## config.mk

```make
export PLATFORM = sky130hd
export DESIGN_NAME = dev_timer
export DESIGN_NICKNAME = d
export VERILOG_FILES = /design/src/rtl/dev_timer.sv
export SDC_FILE = /design/constraint.sdc
export NUM_CORES = 1
export LEC_CHECK = 0
export CORE_ASPECT_RATIO = 1.5
export CORE_MARGIN = 1.5
export CORE_UTILIZATION = 35
export CTS_CLUSTER_SIZE = 20
export DETAILED_ROUTE_END_ITERATION = 10
export REMOVE_ABC_BUFFERS = 1
export SYNTH_ARGS = -nofsm -noshare
export SYNTH_HDL_FRONTEND = slang
export SYNTH_SLANG_ARGS = --single-unit
```

## constraint.sdc

```tcl
create_clock -name clk -period 6.58 [get_ports clk]
set_clock_uncertainty 0.1 [all_clocks]
set_input_delay 1.316 -clock clk [delete_from_list [all_inputs] [get_ports clk]]
set_output_delay 1.316 -clock clk [all_outputs]
set_load 0.02 [all_outputs]
```

## src/rtl/dev_timer.sv

```systemverilog
// Programmable down-counter timer with CTRL/PRESET/COUNT registers and a level IRQ.
// Optional macro DEV_TIMER_IRQ_EN enables irq_pend, the IM bit and the IRQ output.
`ifndef DEV_ADDR_WD
`define DEV_ADDR_WD 32
`endif

module dev_timer (
    input  logic                    clk,
    input  logic                    reset_n,
    input  logic [`DEV_ADDR_WD-1:0] Addr,
    input  logic                    WE,
    input  logic [31:0]             WD,
    output logic [31:0]             RD,
    output logic                    IRQ
);

    typedef enum logic [1:0] {
        IDLE = 2'd0,
        LOAD = 2'd1,
        CNT  = 2'd2,
        INT  = 2'd3
    } stateT;

    stateT       state;
    logic        en;
    logic [1:0]  mode;
    logic [31:0] preset;
    logic [31:0] count;
    logic        ctrlWrite;
    logic        presetWrite;
    logic        imBit;
    logic        unusedAddr;

    assign ctrlWrite   = WE && (Addr[3:2] == 2'd0);
    assign presetWrite = WE && (Addr[3:2] == 2'd1);
    assign unusedAddr  = ^{Addr[`DEV_ADDR_WD-1:4], Addr[1:0]};

`ifdef DEV_TIMER_IRQ_EN
    logic im;
    logic irqPend;

    assign imBit = im;
    assign IRQ   = irqPend & im;
`else
    assign imBit = 1'b0;
    assign IRQ   = 1'b0;
`endif

    // A CTRL write is applied after the FSM update so it overrides any
    // same-edge internal EN clear or irq_pend set.
    always_ff @(posedge clk) begin
        if (!reset_n) begin
            state  <= IDLE;
            en     <= 1'b0;
            mode   <= 2'd0;
            preset <= 32'd0;
            count  <= 32'd0;
`ifdef DEV_TIMER_IRQ_EN
            im      <= 1'b0;
            irqPend <= 1'b0;
`endif
        end else begin
            case (state)
                IDLE: begin
                    if (en) state <= LOAD;
                end
                LOAD: begin
                    count <= preset;
                    state <= CNT;
                end
                CNT: begin
                    if (count != 32'd0) begin
                        count <= count - 32'd1;
                    end else begin
                        state <= INT;
`ifdef DEV_TIMER_IRQ_EN
                        irqPend <= 1'b1;
`endif
                    end
                end
                INT: begin
                    if (mode == 2'd1) begin
                        state <= LOAD;
`ifdef DEV_TIMER_IRQ_EN
                        irqPend <= 1'b0;
`endif
                    end else begin
                        state <= IDLE;
                        en    <= 1'b0;
                    end
                end
                default: state <= IDLE;
            endcase

            if (presetWrite) preset <= WD;

            if (ctrlWrite) begin
                en   <= WD[0];
                mode <= WD[2:1];
`ifdef DEV_TIMER_IRQ_EN
                im      <= WD[3];
                irqPend <= 1'b0;
`endif
                if (!WD[0]) begin
                    state <= IDLE;
                    count <= count;
                end
            end
        end
    end

    always_comb begin
        RD = 32'd0;
        case (Addr[3:2])
            2'd0:    RD = {28'd0, imBit, mode, en};
            2'd1:    RD = preset;
            2'd2:    RD = count;
            default: RD = 32'd0;
        endcase
    end

endmodule

```

==> flow_summary_export.csv, run 1 <==
group,metric,value,unit
outcome,status,"finished, final reports clean",
logic_synthesis,postSynthCellCount,506,
sta,timing.setup.tns,0,ns
global_routing,largest_net_degree_at_the_start_of_global_routing,47,
flow_run,max-cap-violations,0,
sta,setup_violations,0,
floorplan,starting_density_of_the_core,0.360,
logic_synthesis,synthDominantAreaCellType,"dfxtp_1",
cts,root_buffer,"clkbuf_16",
global_routing,grt_util_met3,0.0276,
cts,cts_hold_buffers,0,
logic_synthesis,synth.cell_area,0.00384,mm²
logic_synthesis,synthTopCellsByArea,"dfxtp_1 (36%), nand2_1 (10%), a21oi_1 (8.9%)",
sta,report.final.hold_viol_count,0,
pwr,irDropWorstVdd,0.132,mV
drt,antenna_violating_nets_post_route,0,
worst_setup_path,setup.worst_path.end_class,"primary output",
place,dp.cells,683,
final_layout,area_delta_synth_final,26.7,%
place,place.detailed.hpwl,7.64,mm
final_layout,post_layout_cell_count,697,
logic_synthesis,synth_largest_type_area_fraction,0.360,
worst_setup_path,worst-setup-path-type,"input port to primary output",
cts,ctsLongestPathBuffers,2,
floorplan,core.rowCount,46,
drt,finalWirelength,11.6,mm
logic_synthesis,postSynth.asyncResetShare,0,
floorplan,die_width,88.5,µm
cts,clkLatencyLatePin,0.34,ns
logic_synthesis,synth.yosys.seq_area_share,0.360,
drt,detailroute.via_count,3976,
place,gp_congestion,0.835,
drt,avgViaCountPerCell,5.70,
drt,wl_per_cell,16.6,µm
sta,worst_hold_slack,0.374,ns
global_routing,global_route_wire_length_before_repair,19.0,mm
cts,cts_setup_buffers,0,
sta,max_slew.worst_pin.slew,1.20,ns
worst_setup_path,worstSetupStartpointType,"input port",
sta,final_min_period_over_clock_period,0.725,
final_layout,count_of_antenna_diodes_in_the_layout,0,
logic_synthesis,synth.avg_cell_area,7.58,µm²
worst_setup_path,worstPathArrival,3.35,ns
worst_setup_path,critical_path.max_fanout,29,
global_routing,initial_antenna_violation_count,0,
place,io_buffer_count,68,
cts,htree_levels,3,
floorplan,ios,100,
sta,final-max-slew-violation-count,0,
drt,post-route-drc-count,0,
drt,drt-initial-drc-count,268,
sta,grt_setup_unrepaired,"no",
global_routing,global_routing_usage_summed_across_all_routing_layers,0.208,
global_routing,gr-usage-met2,0.369,
logic_synthesis,synth_cell_types,56,
sta,clock.fmax,210,MHz
logic_synthesis,synth-seq-cells,69,
pwr,leakagePower,0.00176,µW
cts,post_cts_resized,0,
global_routing,globalRoute.totalOverflow,0,
hold_path,worstHoldPathType,"register to register",
cts,cts_sinks,69,
final_layout,finalNetCount,622,
pwr,power.density_cell_area,253,mW/mm²
logic_synthesis,dominantRegCellSynth,"dfxtp_1",
cts,tritoncts,"yes",
drt,drt_first_pass_iters,5,
cts,clkSlewWorstSetupHoldPaths,0.05,ns
logic_synthesis,synth_edf_count,0,
global_routing,grt_pass1_vias,3863,
logic_synthesis,yosys_warning_total,0,
floorplan,coreArea,0.0106,mm²
floorplan,fp.dieH,131,µm
final_layout,share_of_post_route_cells_with_drive_strength_above_1,0.0615,
global_routing,groute.layer.met1.usage,0.240,
floorplan,design.die.area,0.0116,mm²
cts,tritoncts_buffer_count,9,
sta,timing.slew.headroom,0.198,
global_routing,grt-busiest-layer,"met2",
sta,period_needed,4.77,ns
worst_setup_path,cp_data_required_time,5.16,ns
[final cells by class]
type / instances / area, µm²
fill: 1094 / 5790
multi-input combinational: 383 / 2240
sequential: 69 / 1380
timing repair buffer: 78 / 756
clock buffer: 12 / 256
tap: 144 / 180
inverter: 9 / 33.8
clock inverter: 2 / 10.0
[final timing paths]
| kind | from | end | slack (ns) | depth (start not counted) |
|---|---|---|---|---|
| hold / removal | preset[16]$_SDFFE_PN0P_ | preset[16]$_SDFFE_PN0P_ | 0.37 | 2 |
| setup reg to reg | state[0]$_SDFF_PN0_ | count[0]$_SDFFE_PN0P_ | 3.06 | 7 |
| hold reg to reg | preset[16]$_SDFFE_PN0P_ | preset[16]$_SDFFE_PN0P_ | 0.37 | 2 |
| setup / recovery | Addr[3] | RD[18] | 1.81 | 5 |
[critical path, cell delays in order]
cell and delay (ns):
clkdlybuf4s50_1 0.64, nor2b_2 0.19, buf_4 0.35, a22o_1 0.23, clkdlybuf4s50_1 0.61
[cell usage in the layout (no fill, tap or decap), drive strengths merged, types with 6 or more instances in the layout]
| cell type | instances |
|---|---|
| dfxtp | 69 |
| buf | 10 |
| or3 | 7 |
| o32ai | 11 |
| inv | 8 |
| a22o | 30 |
| o21ai | 12 |
| nand3 | 7 |
| clkdlybuf4s50 | 68 |
| a21oi | 68 |
| nand4 | 6 |
| nor2 | 24 |
| o211ai | 8 |
| nand2 | 106 |
| clkbuf | 12 |
| nor4 | 7 |
| nor3 | 11 |
[registers in the layout, indices dropped and copies added, names as in the netlist]
signal	cells
mode	2
state	2
preset	32
en	1
count	32
[metrics by stage]
stage          total power, µW  utilization  setup slack (ns)  instance area (µm²)
2_1_floorplan              673            -              2.29                 3650
3_3_place_gp               784        0.432              1.80                 4600
3_5_place_dp               790        0.432              1.81                 4600
4_1_cts                   1230        0.457              1.79                 4860
5_1_grt                   1290        0.457              1.71                 4860
6_report                  1230        0.457              1.81                 4860
[cells in the mapped netlist, types with 3 or more instances]
| master | number |
|---|---|
| buf_2 | 7 |
| o32ai_1 | 11 |
| inv_1 | 8 |
| nor2b_1 | 5 |
| a2bb2oi_1 | 3 |
| o22ai_1 | 5 |
| o31ai_1 | 4 |
| o21ai_0 | 12 |
| and3_1 | 4 |
| o31a_1 | 3 |
| o211ai_1 | 8 |
| ha_1 | 5 |
| mux2i_1 | 5 |
| or3_1 | 7 |
| nand2_1 | 106 |
| o21a_1 | 5 |
| dfxtp_1 | 69 |
| clkbuf_1 | 36 |
| nor2_1 | 24 |
| a21oi_1 | 68 |
| nor3_1 | 10 |
| a32oi_1 | 3 |
| and2_1 | 3 |
| a31oi_1 | 5 |
| a22o_1 | 30 |
| nand2b_1 | 4 |
| nor4_1 | 6 |
| nand4_1 | 6 |
| nand3_1 | 7 |
[kinds of logic after synthesis]
family                     share of synthesized area
other                                       0.000978
and+or+nand+nor                                0.245
buffers and inverters                         0.0561
muxes                                         0.0130
AOI/OAI and AO/OA                              0.309
DFF                                            0.360
adders and majority gates                     0.0163
[routing by layer]
layer | wire length [µm] | part of all wire
met1 | 4680 | 0.40
met3 | 462 | 0.040
met5 | 0 | 0
met4 | 283 | 0.024
met2 | 6150 | 0.53
[power breakdown]
group / internal (µW) / switching [µW]
clock: 270 / 173
sequential: 435 / 19.7
combinational: 120 / 213
total: 825 / 405
Note: power is estimated with default switching activity, not from simulation.
==> run 2, diff against run 1 <==
Clock period 6.58 ns to 4.57 ns, I/O delays scaled along.
==> run 2 against run 1 <==
Effect of this change: sequential cell count unchanged; final area up 0.72%; hold slack worse by 0.0046 ns; register-to-register slack worse by 1.4 ns; clock-buffer cell count unchanged; worst setup slack worse by 1.2 ns; core utilization up 0.33 points; combinational power up 49%; wire length up 0.51%; clock power up 44%; critical endpoint is now RD[14].
==> flow_summary_export.csv, run 2 (synthesized netlist as in run 1, its figures left out) <==
group,metric,value,unit
floorplan,core.rowCount,46,
cts,ctsLongestPathBuffers,2,
cts,root_buffer,"clkbuf_16",
drt,antenna_violating_nets_post_route,0,
worst_setup_path,worst-setup-path-type,"input port to primary output",
pwr,seq_power_share,0.366,
floorplan,coreArea,0.0106,mm²
worst_setup_path,worstSetupStartpointType,"input port",
hold_path,worstHoldPathType,"register to register",
final_layout,reg.largest.list,"count x32, preset x32",
drt,post-route-drc-count,0,
floorplan,starting_density_of_the_core,0.360,
place,gp_congestion,0.837,
cts,clkSlewWorstSetupHoldPaths,0.05,ns
global_routing,global_route_wire_length_before_repair,19.1,mm
place,place.detailed.hpwl,7.80,mm
pwr,total_switching_power,586,µW
place,io_buffer_count,68,
final_layout,share_of_post_route_cells_with_drive_strength_above_1,0.0665,
final_layout,finalNetCount,625,
pwr,clkPwrFrac,0.356,
global_routing,global_routing_usage_summed_across_all_routing_layers,0.209,
drt,finalWirelength,11.6,mm
worst_setup_path,cp_data_required_time,3.56,ns
sta,setup_violations,0,
global_routing,globalRoute.totalOverflow,0,
worst_setup_path,setup.worst_path.end_class,"primary output",
pwr,leakagePower,0.00178,µW
sta,final_min_period_over_clock_period,0.875,
floorplan,design.die.area,0.0116,mm²
final_layout,layout.cells.most_common,"nand2_1",
final_layout,sequential_cell_area,0.00138,mm²
pwr,design_power_total,1790,µW
sta,clock.fmax,250,MHz
pwr,p_sw_frac,0.328,
worst_setup_path,r2r_slack,1.69,ns
worst_setup_path,worstPathArrival,2.98,ns
final_layout,count_of_antenna_diodes_in_the_layout,0,
place,place_ws,0.547,ns
pwr,irDropWorstVdd,0.225,mV
outcome,status,"finished, final reports clean",
worst_setup_path,critical_path.max_fanout,29,
drt,wl_per_cell,16.6,µm
cts,tritoncts_buffer_count,9,
cts,clkLatencyLatePin,0.34,ns
cts,cts_sinks,69,
final_layout,top_library_cells_by_usage_in_the_layout_fill_and_taps_aside,"nand2_1 (106), dfxtp_1 (69), a21oi_1 (68), clkdlybuf4s50_1 (68), a22o_1 (30)",
cts,cts_hold_buffers,0,
sta,timing.final.ws_setup,0.572,ns
final_layout,post_layout_cell_count,700,
final_layout,filler_cell_count,1108,
sta,report.final.hold_viol_count,0,
cts,htree_levels,3,
sta,max_slew.worst_pin.slew,0.932,ns
sta,worst_hold_slack,0.369,ns
global_routing,largest_net_degree_at_the_start_of_global_routing,35,
place,dp.cells,686,
sta,timing.setup.tns,0,ns
sta,grt_setup_unrepaired,"no",
floorplan,die_width,88.5,µm
sta,timing.slew.headroom,0.378,
global_routing,grt_pass1_vias,3869,
pwr,power_frac_comb,0.278,
flow_run,max-cap-violations,0,
sta,period_needed,4.00,ns
pwr,power.density_cell_area,365,mW/mm²
floorplan,ios,100,
pwr,p_int,1200,µW
cts,tritoncts,"yes",
cts,post_cts_resized,0,
drt,detailroute.via_count,3987,
final_layout,area_delta_synth_final,27.7,%
drt,drt-initial-drc-count,218,
final_layout,multi_input_comb_area,0.00224,mm²
drt,drt_first_pass_iters,4,
drt,avgViaCountPerCell,5.70,
sta,final-max-slew-violation-count,0,
cts,cts_setup_buffers,0,
global_routing,initial_antenna_violation_count,0,
floorplan,fp.dieH,131,µm
-- run 2: cell types whose count changed in the layout (fill, tap and decap cells not counted), sizes merged --
cell | before | now
buf | 10 | 13
-- run 2: final timing paths --
| check | from | endpoint | depth (start not counted) |
|---|---|---|---|
| setup / recovery | Addr[3] | RD[14] | 5 |
| hold / removal | preset[3]$_SDFFE_PN0P_ | preset[3]$_SDFFE_PN0P_ | 2 |
| setup reg to reg | count[8]$_SDFFE_PN0P_ | count[13]$_SDFFE_PN0P_ | 6 |
| hold reg to reg | preset[3]$_SDFFE_PN0P_ | preset[3]$_SDFFE_PN0P_ | 2 |
-- run 2: cell type report --
cell class                 count  area share
tap                          144      0.0368
multi-input combinational    383       0.458
inverter                       9     0.00690
sequential                    69       0.282
clock inverter                 2     0.00204
clock buffer                  12      0.0524
timing repair buffer          81       0.161
-- run 2: worst max-delay path: stages --
cell and delay [ns]:
clkdlybuf4s50_1 0.65, nor2b_2 0.20, buf_4 0.36, a22o_1 0.21
clkdlybuf4s50_1 0.62
-- run 2: routing by layer --
metal	GRT usage	routed length, µm	up-vias
met1	0.241	4820	1925
li1	-	-	1956
met2	0.380	6230	93
met3	0.0295	394	13
met5	0	0	-
met4	0.0703	193	0
-- run 2: metrics by stage --
stage / util / cell area (µm²)
floorplan: - / 3650
global placement: 0.435 / 4630
detailed placement: 0.435 / 4630
CTS: 0.460 / 4900
global route: 0.460 / 4900
finish: 0.460 / 4900
-- run 2: power by group through the flow --
stage	clock network [µW]	logic (µW)	registers [µW]
finish	637	497	654
CTS	653	494	653
global route	673	536	658
detailed placement	0	491	666
floorplan	0	311	658
global placement	0	481	665
==> run 3, diff against run 2 <==
--- a/config.mk
+++ b/config.mk
@@ -13,2 +13,3 @@
 export REMOVE_ABC_BUFFERS = 1
+export SKIP_CTS_REPAIR_TIMING = 1
 export SYNTH_ARGS = -nofsm -noshare
==> constraint.sdc (replaced) <==
create_clock -name clk -period 4.57 [get_ports clk]
set_clock_uncertainty 0.1 [all_clocks]
set_input_delay 0.6855 -clock clk [delete_from_list [all_inputs] [get_ports clk]]
set_output_delay 0.6855 -clock clk [all_outputs]
set_load 0.02 [all_outputs]
==> run 3 against run 2 <==
Effect of this change: via count down 0.38%; die area unchanged; global-route usage down 0.70 points; core utilization down 0.082 points; clock-buffer cell count down 1; worst setup slack better by 0.48 ns; critical path depth unchanged; fmax up 14%; total power up 2.3%; cell count down 0.14%; non-clock buffer count down 3; critical endpoint is now RD[13].
==> flow_summary_export.csv, run 3 (synthesized netlist as in run 1, its figures left out) <==
group,metric,value,unit
global_routing,globalRoute.totalOverflow,0,
worst_setup_path,setup.worst_path.end_class,"primary output",
drt,drt-initial-drc-count,261,
sta,period_needed,3.52,ns
final_layout,count_of_antenna_diodes_in_the_layout,0,
worst_setup_path,worst-setup-path-type,"input port to primary output",
worst_setup_path,r2r.worst_path.cells,6,
final_layout,post_layout_cell_count,699,
sta,timing.final.ws_setup,1.05,ns
pwr,irDropWorstVdd,0.243,mV
sta,final_min_period_over_clock_period,0.770,
worst_setup_path,r2r_start,"count[8]$_SDFFE_PN0P_",
flow_run,max-cap-violations,0,
worst_setup_path,worst_path_largest_cell_delay,0.64,ns
pwr,power.density_cell_area,374,mW/mm²
place,dp.cells,683,
final_layout,share_of_post_route_cells_with_drive_strength_above_1,0.0649,
drt,avgViaCountPerCell,5.68,
sta,final-max-slew-violation-count,0,
final_layout,reg.largest.list,"count x32, preset x32",
worst_setup_path,rr_endpoint,"count[12]$_SDFFE_PN0P_",
final_layout,area_delta_synth_final,27.4,%
floorplan,die_width,88.5,µm
sta,report.final.hold_viol_count,0,
drt,finalWirelength,11.4,mm
floorplan,design.die.area,0.0116,mm²
global_routing,largest_net_degree_at_the_start_of_global_routing,41,
global_routing,global_route_wire_length_before_repair,18.6,mm
cts,ctsLongestPathBuffers,2,
floorplan,coreArea,0.0106,mm²
worst_setup_path,crit_path_frequent_cell,"clkdlybuf4s50_1",
global_routing,initial_antenna_violation_count,0,
floorplan,starting_density_of_the_core,0.360,
worst_setup_path,crit_path_top_delay_cell,"clkdlybuf4s50_1",
worst_setup_path,cp.buffers_inverters,3,
drt,detailroute.via_count,3972,
drt,wl_per_cell,16.3,µm
outcome,status,"finished, final reports clean",
sta,worst_hold_slack,0.375,ns
place,postPlaceCellArea,0.00460,mm²
hold_path,worstHoldPathType,"register to register",
place,io_buffer_count,68,
hold_path,holdCritStartpoint,"preset[15]$_SDFFE_PN0P_",
worst_setup_path,worstSetupStartpointType,"input port",
place,gp_congestion,0.852,
cts,clkSlewWorstSetupHoldPaths,0.05,ns
worst_setup_path,r2r_slack,1.65,ns
drt,antenna_violating_nets_post_route,0,
final_layout,final_design_area_no_fill,0.00489,mm²
final_layout,top_library_cells_by_usage_in_the_layout_fill_and_taps_aside,"nand2_1 (106), dfxtp_1 (69), a21oi_1 (68), clkdlybuf4s50_1 (68), a22o_1 (30)",
final_layout,finalNetCount,622,
global_routing,global_routing_usage_summed_across_all_routing_layers,0.202,
cts,clkLatencyLatePin,0.34,ns
worst_setup_path,cp_top_family,"buffers and inverters",
floorplan,fp.dieH,131,µm
worst_setup_path,cp_data_required_time,3.78,ns
worst_setup_path,path_cells,"clkdlybuf4s50_1, nor2b_2, buf_4, a22o_1, clkdlybuf4s50_1",
drt,post-route-drc-count,0,
drt,drt_first_pass_iters,5,
cts,cts_sinks,69,
final_layout,filler_cell_count,1071,
sta,max_slew.worst_pin.slew,1.14,ns
place,place_ws,0.896,ns
sta,setup_violations,0,
place,place.detailed.hpwl,7.54,mm
cts,htree_levels,3,
sta,grt_setup_unrepaired,"no",
hold_path,min_delay_path_depth,2,
cts,tritoncts_buffer_count,9,
sta,timing.setup.tns,0,ns
global_routing,grt_pass1_vias,3731,
cts,tritoncts,"yes",
floorplan,core.rowCount,46,
sta,timing.slew.headroom,0.239,
final_layout,layout.cells.most_common,"nand2_1",
worst_setup_path,critical_path.max_fanout,29,
cts,root_buffer,"clkbuf_16",
worst_setup_path,worstPathArrival,2.73,ns
pwr,leakagePower,0.00177,µW
hold_path,whs_endpoint,"preset[15]$_SDFFE_PN0P_",
floorplan,ios,100,
sta,clock.fmax,284,MHz
[run 3: routing by layer]
metal | GRT usage | vias to the layer above | part of all wire
li1 | - | 1952 | -
met1 | 0.246 | 1890 | 0.42
met2 | 0.343 | 108 | 0.52
met3 | 0.0333 | 22 | 0.039
met4 | 0.0833 | 0 | 0.024
met5 | 0 | - | 0
[run 3: report_power, final]
part	internal (µW)	switching (µW)	leakage, µW	total, µW
combinational	175	305	0.00106	480
clock	433	261	0.000149	694
sequential	626	27.5	0.000559	654
total	1230	594	0.00177	1830
[run 3: metrics by stage]
stage	total power, µW	utilization
floorplan	970	-
global placement	1130	0.432
detailed placement	1140	0.432
CTS	1830	0.459
global route	1910	0.459
finish	1830	0.459
[run 3: area by class of cell]
type,instances,area (µm²),area share
multi-input cells,383,2240,0.459
flip-flops and latches,69,1380,0.283
repair buffers,78,756,0.155
clock buffers,11,243,0.0497
well taps,144,180,0.0369
clock inverters,5,50.0,0.0102
inverters,9,33.8,0.00691
[run 3: worst max-delay path by stage]
stage,from,end,slack (ns),cells past startpoint
after floorplan,Addr[2],preset[0]$_SDFFE_PN0P_,1.37,4
after global placement,Addr[3],count[14]$_SDFFE_PN0P_,0.92,7
after detailed placement,Addr[3],count[12]$_SDFFE_PN0P_,0.90,7
after CTS,Addr[3],RD[13],1.05,5
after global routing,Addr[3],RD[13],0.94,5
final,Addr[3],RD[13],1.05,5
[run 3: worst reg2reg max path, cell delays in order (launching register included)]
cell and delay, ns:
dfxtp_1 0.35, nor4_1 0.56, and4_1 0.63, a31o_2 0.59, buf_4 0.36, o211ai_1 0.15, o31ai_1 0.09
